$ cat config.mk
export PLATFORM = sky130hd
export DESIGN_NAME = hilo_unit
export DESIGN_NICKNAME = d
export VERILOG_FILES = /design/src/rtl/hilo_unit.sv
export SDC_FILE = /design/constraint.sdc
export NUM_CORES = 2
export LEC_CHECK = 0
export ABC_AREA = 0
export ABC_CLOCK_PERIOD_IN_PS = 9700
export CAP_MARGIN = 10
export CORE_AREA = 2 2 290 349
export CTS_CLUSTER_SIZE = 8
export DETAILED_ROUTE_END_ITERATION = 6
export DIE_AREA = 0 0 292 351
export PLACE_DENSITY = 0.91
export RECOVER_POWER = 100
export SYNTH_ARGS = -nofsm -noshare
export SYNTH_HDL_FRONTEND = slang
export SYNTH_SLANG_ARGS = --single-unit
$ cat constraint.sdc
create_clock -name clk -period 9.7 [get_ports clk]
set_input_delay 1.94 -clock clk [delete_from_list [all_inputs] [get_ports clk]]
set_output_delay 1.94 -clock clk [all_outputs]
set_load 0.01 [all_outputs]
$ cat src/rtl/hilo_unit.sv
// HI/LO register pair with a multi-cycle MULT/MULTU/DIV/DIVU sequencer that feeds an external
// combinational divider. Optional divide-by-zero trap is enabled by defining HILO_DIV0_TRAP_EN.
module hilo_unit #(
    parameter int unsigned MUL_CYCLES = 2,
    parameter int unsigned DIV_CYCLES = 4
) (
    input  logic        clk,
    input  logic        rst_n,
    input  logic        start,
    input  logic [2:0]  op,
    input  logic [31:0] rs_val,
    input  logic [31:0] rt_val,
    output logic [31:0] div_a,
    output logic [31:0] div_b,
    output logic        div_signed,
    input  logic [31:0] div_lo,
    input  logic [31:0] div_hi,
    output logic        busy,
    output logic        done,
    output logic        div0,
    output logic [31:0] hi,
    output logic [31:0] lo
);

    localparam logic [2:0] OpMult  = 3'd1;
    localparam logic [2:0] OpMultu = 3'd2;
    localparam logic [2:0] OpDiv   = 3'd3;
    localparam logic [2:0] OpDivu  = 3'd4;
    localparam logic [2:0] OpMthi  = 3'd5;
    localparam logic [2:0] OpMtlo  = 3'd6;

    typedef enum logic [1:0] {IDLE, MUL, DIV} state_t;

    state_t      state;
    logic [31:0] cnt;
    logic [31:0] op_a;
    logic [31:0] op_b;
    logic        mul_signed;
    logic [63:0] a_ext;
    logic [63:0] b_ext;
    logic [63:0] product;
    logic        div_trap;

    // Low 64 bits of the product of the extended operands are correct for both signednesses.
    always_comb begin
        a_ext   = mul_signed ? {{32{op_a[31]}}, op_a} : {32'b0, op_a};
        b_ext   = mul_signed ? {{32{op_b[31]}}, op_b} : {32'b0, op_b};
        product = a_ext * b_ext;
    end

`ifdef HILO_DIV0_TRAP_EN
    always_comb div_trap = (div_b == 32'd0);
`else
    always_comb div_trap = 1'b0;
`endif

    always_ff @(posedge clk) begin
        if (!rst_n) begin
            state      <= IDLE;
            cnt        <= 32'd0;
            op_a       <= 32'd0;
            op_b       <= 32'd0;
            mul_signed <= 1'b0;
            div_a      <= 32'd0;
            div_b      <= 32'd0;
            div_signed <= 1'b0;
            busy       <= 1'b0;
            done       <= 1'b0;
            div0       <= 1'b0;
            hi         <= 32'd0;
            lo         <= 32'd0;
        end else begin
            done <= 1'b0;
            div0 <= 1'b0;
            case (state)
                IDLE: begin
                    if (start) begin
                        case (op)
                            OpMult, OpMultu: begin
                                op_a       <= rs_val;
                                op_b       <= rt_val;
                                mul_signed <= (op == OpMult);
                                cnt        <= 32'(MUL_CYCLES - 1);
                                busy       <= 1'b1;
                                state      <= MUL;
                            end
                            OpDiv, OpDivu: begin
                                div_a      <= rs_val;
                                div_b      <= rt_val;
                                div_signed <= (op == OpDiv);
                                cnt        <= 32'(DIV_CYCLES - 1);
                                busy       <= 1'b1;
                                state      <= DIV;
                            end
                            OpMthi:  hi <= rs_val;
                            OpMtlo:  lo <= rs_val;
                            default: ;
                        endcase
                    end
                end
                MUL: begin
                    if (cnt != 32'd0) begin
                        cnt <= cnt - 32'd1;
                    end else begin
                        {hi, lo} <= product;
                        busy     <= 1'b0;
                        done     <= 1'b1;
                        state    <= IDLE;
                    end
                end
                DIV: begin
                    if (cnt != 32'd0) begin
                        cnt <= cnt - 32'd1;
                    end else begin
                        // A trapped divide by zero leaves HI/LO untouched.
                        if (!div_trap) begin
                            hi <= div_hi;
                            lo <= div_lo;
                        end
                        div0  <= div_trap;
                        busy  <= 1'b0;
                        done  <= 1'b1;
                        state <= IDLE;
                    end
                end
                default: begin
                    busy  <= 1'b0;
                    state <= IDLE;
                end
            endcase
        end
    end

endmodule

==> load_flow_metrics.sql <==
INSERT INTO impl_metrics (metric_group, metric, value, unit) VALUES
('global_routing', 'number_of_antenna_violations_at_the_first_check_in_global_routing', '5', ''),
('synth', 'dominantRegCellSynth', 'sky130_fd_sc_hd__dfxtp_1', ''),
('cts', 'post_cts_hold_buffer_count', '0', ''),
('run', 'cap_viol_max_count', '5', ''),
('worst_setup_path', 'worst_path_dominant_cell_family', 'adder cells', ''),
('timing', 'timing.hold.ws', '0.4480', 'ns'),
('synth', 'ys_ff_latch', '230', ''),
('worst_setup_path', 'critical_path.max_fanout', '19', ''),
('worst_setup_path', 'timing.setup.critical_path_class', 'register to register', ''),
('power', 'power_density', '69.42', 'nW/um2'),
('synth', 'syn-cell-area', '57180', 'um2'),
('floorplanning', 'floorplan.core_area', '99310', 'um2'),
('power', 'p_leak', '31.88', 'nW'),
('synth', 'yosysUniqueCellTypes', '80', ''),
('layout', 'postLayoutCoreUtil', '63.38', '%'),
('cts', 'clk-insertion-delay-late', '0.58', 'ns'),
('timing', 'timing.slew.headroom', '-157.3', '%'),
('layout', 'proportion_of_layout_cells_with_a_drive_suffix_above_1', '4.540', '%'),
('cts', 'cts_tree', 'yes', ''),
('cts', 'cts_buffer_depth', '3', ''),
('worst_setup_path', 'worstSetupEndpointType', 'register', ''),
('worst_setup_path', 'critical-path-max-stage-delay', '0.61', 'ns'),
('floorplanning', 'floorplan.rows', '127', ''),
('synth', 'synth_edf_count', '0', ''),
('layout', 'layout.cells.most_common_list', '1,537 x sky130_fd_sc_hd__inv_1, 1,415 x sky130_fd_sc_hd__fa_1, 893 x sky130_fd_sc_hd__nand2_1, 565 x sky130_fd_sc_hd__and2_1, 308 x sky130_fd_sc_hd__ha_1', ''),
('placement', 'place.detailed.hpwl', '147700', 'um'),
('drt', 'drc', '0', ''),
('drt', 'finalWirelength', '177600', 'um'),
('timing', 'period_share', '97.89', '%'),
('synth', 'syn_inst', '6288', ''),
('placement', 'io_buffer_count', '264', ''),
('power', 'total_power', '0.004370', 'W'),
('timing', 'slew_violations', '317', ''),
('worst_setup_path', 'critPathSlowestCell', 'sky130_fd_sc_hd__fa_1', ''),
('drt', 'initialDrtViolationCount', '4411', ''),
('synth', 'synth-seq-area-share', '8.052', '%'),
('cts', 'clk_root_buffer_cell', 'sky130_fd_sc_hd__clkbuf_16', ''),
('drt', 'route.vias.total', '45300', ''),
('floorplanning', 'io-pin-count', '266', ''),
('global_routing', 'grtUsageTotal', '36.04', '%'),
('floorplanning', 'die-height', '351', 'um'),
('layout', 'finish.net_count', '8289', ''),
('timing', 'worst_slew_pin_slew', '3.860', 'ns'),
('timing', 'worst_case_clock_skew', '0.03726', 'ns'),
('status', 'status', 'finished, violations left', ''),
('timing', 'fmax', '0.1053', 'GHz'),
('layout', 'nFillCells', '7391', ''),
('cts', 'htree_levels', '2', ''),
('synth', 'ys.warnings.count', '0', ''),
('placement', 'dp_worst_slack', '-0.1569', 'ns'),
('global_routing', 'grt_overflow', '0', ''),
('floorplanning', 'die_width', '292', 'um'),
('status', 'violations', 'capacitance limit, slew limit', ''),
('worst_setup_path', 'cp_common_cell', 'sky130_fd_sc_hd__fa_1', ''),
('timing', 'hold_fails_final_rpt', '0', ''),
('synth', 'asyncSetResetFlopFracSynth', '0', '%'),
('synth', 'synth.avg_cell_area', '9.094', 'um2'),
('cts', 'cts.sink_count', '230', ''),
('global_routing', 'global_route_wire_length_before_repair', '281100', 'um'),
('worst_setup_path', 'arrival', '9.98', 'ns'),
('cts', 'cts-buffers-inserted', '36', ''),
('placement', 'gp_congestion', '0.9975', ''),
('global_routing', 'via_count_of_the_first_global_routing_pass', '50660', ''),
('synth', 'mappedNetlistNets', '8153', ''),
('cts', 'clkSlewWorstSetupHoldPaths', '0.05', 'ns'),
('drt', 'final_ant_viol_nets', '0', ''),
('layout', 'areaGrowthSynthToFinish', '10.08', '%'),
('worst_hold_path', 'worst_hold_path_type', 'register to register', ''),
('power', 'peak_ir_drop_on_the_vdd_network', '0.3022', 'mV'),
('timing', 'layout_setup_ws', '0.2046', 'ns'),
('layout', 'layout.cells.most_common', 'sky130_fd_sc_hd__inv_1', '');
metal layers:
layer,vias to the layer above,GRT usage [%],share of wire [%]
met5,-,0,0
met4,0,25.23,8.9
met3,969,8.056,10
met2,2935,58.92,47
met1,22750,42.56,34
li1,18650,-,-
flip-flops by register name, summed over array words and instances, names as in the netlist:
register / cells
cnt: 32
busy: 1
state: 2
op_b: 32
done: 1
div_signed: 1
hi: 32
lo: 32
div_a: 32
mul_signed: 1
op_a: 32
div_b: 32
cells by family after synthesis:
kind of cell,Yosys count,synth area share (%)
compound gates,546,6.076
xor+xnor,142,2.175
fa+ha+maj,1735,56.57
buf+inv,1881,12.40
flops,230,8.052
mux,3,0.05470
other cells,1,0.006558
simple gates,1750,14.66
power by group:
part | internal [W] | switching, W | total, W
Clock | 0.000727 | 0.000506 | 0.00123
Combinational | 0.000667 | 0.00122 | 0.00189
Sequential | 0.00109 | 0.000155 | 0.00125
what timing repair did:
action                                  in CTS  in global routing
setup buffers                                0                  1
pin swaps                                    0                  1
endpoints found under the setup margin       6                 17
resized for setup                            9                 44
synthesized netlist by cell type (all sizes together) (3+ instances only):
cell,n,area (um2)
inv,1540,5781
fa,1419,28410
nand2,895,3359
and2,573,3586
clkbuf,313,1175
ha,312,3904
a21oi,246,1235
dfxtp,230,4604
nor2,126,475.5
xnor2,102,893.4
o21ai,74,374.1
xor2,40,350.3
a21o,34,255.2
nand3,34,170.2
and3,30,188.9
buf,27,131.4
a311oi,24,222.7
o31ai,21,162.6
nor3,20,115.1
nand4,18,112.6
a221o,16,160.2
a221oi,14,122.6
a211oi,13,97.59
a31oi,13,81.33
nor2b,11,68.82
nor4,11,81.32
o21a,11,82.58
or3,11,68.82
o22ai,10,62.56
a31o,9,78.83
o21bai,8,60.06
o32ai,8,70.07
o41ai,8,88.84
o211ai,7,52.55
and4,5,43.79
nand2b,5,31.28
maj3,4,40.04
or4,4,30.03
a21boi,3,22.52
a311o,3,30.03
o2111ai,3,26.28
o221ai,3,26.28
worst paths after layout:
path,startpoint,to,depth (start not counted)
setup / recovery,op_b[19],hi[15],30
hold / removal,div_b[2],div_b[2],2
setup reg to reg,op_b[19],hi[15],30
hold reg to reg,div_b[2],div_b[2],2
cell type report:
class | count | area [um2] | area share, %
multi-input cells | 4177 | 45610 | 72.45
flip-flops and latches | 230 | 4643 | 7.376
clock buffers | 41 | 959.7 | 1.525
diodes | 4 | 10.01 | 0.01590
inverters | 1541 | 5789 | 9.197
well taps | 1290 | 1614 | 2.564
repair buffers | 438 | 4213 | 6.693
clock inverters | 5 | 113.9 | 0.1809
worst register-to-register path: cells and delay by family, from the launching register on:
family | cells | cell delay [ns]
compound gates | 4 | 0.99
xor+xnor | 1 | 0.27
buf+inv | 7 | 0.86
flops | 1 | 0.57
fa+ha+maj | 11 | 5.14
simple gates | 7 | 1.61
through the flow:
stage | instances | area [um2]
2_1_floorplan | 6288 | 57180
3_3_place_gp | 7674 | 61750
3_5_place_dp | 7674 | 61750
4_1_cts | 7720 | 62840
5_1_grt | 7723 | 62940
6_report | 7726 | 62950
Power figures use the tool's default switching activity.
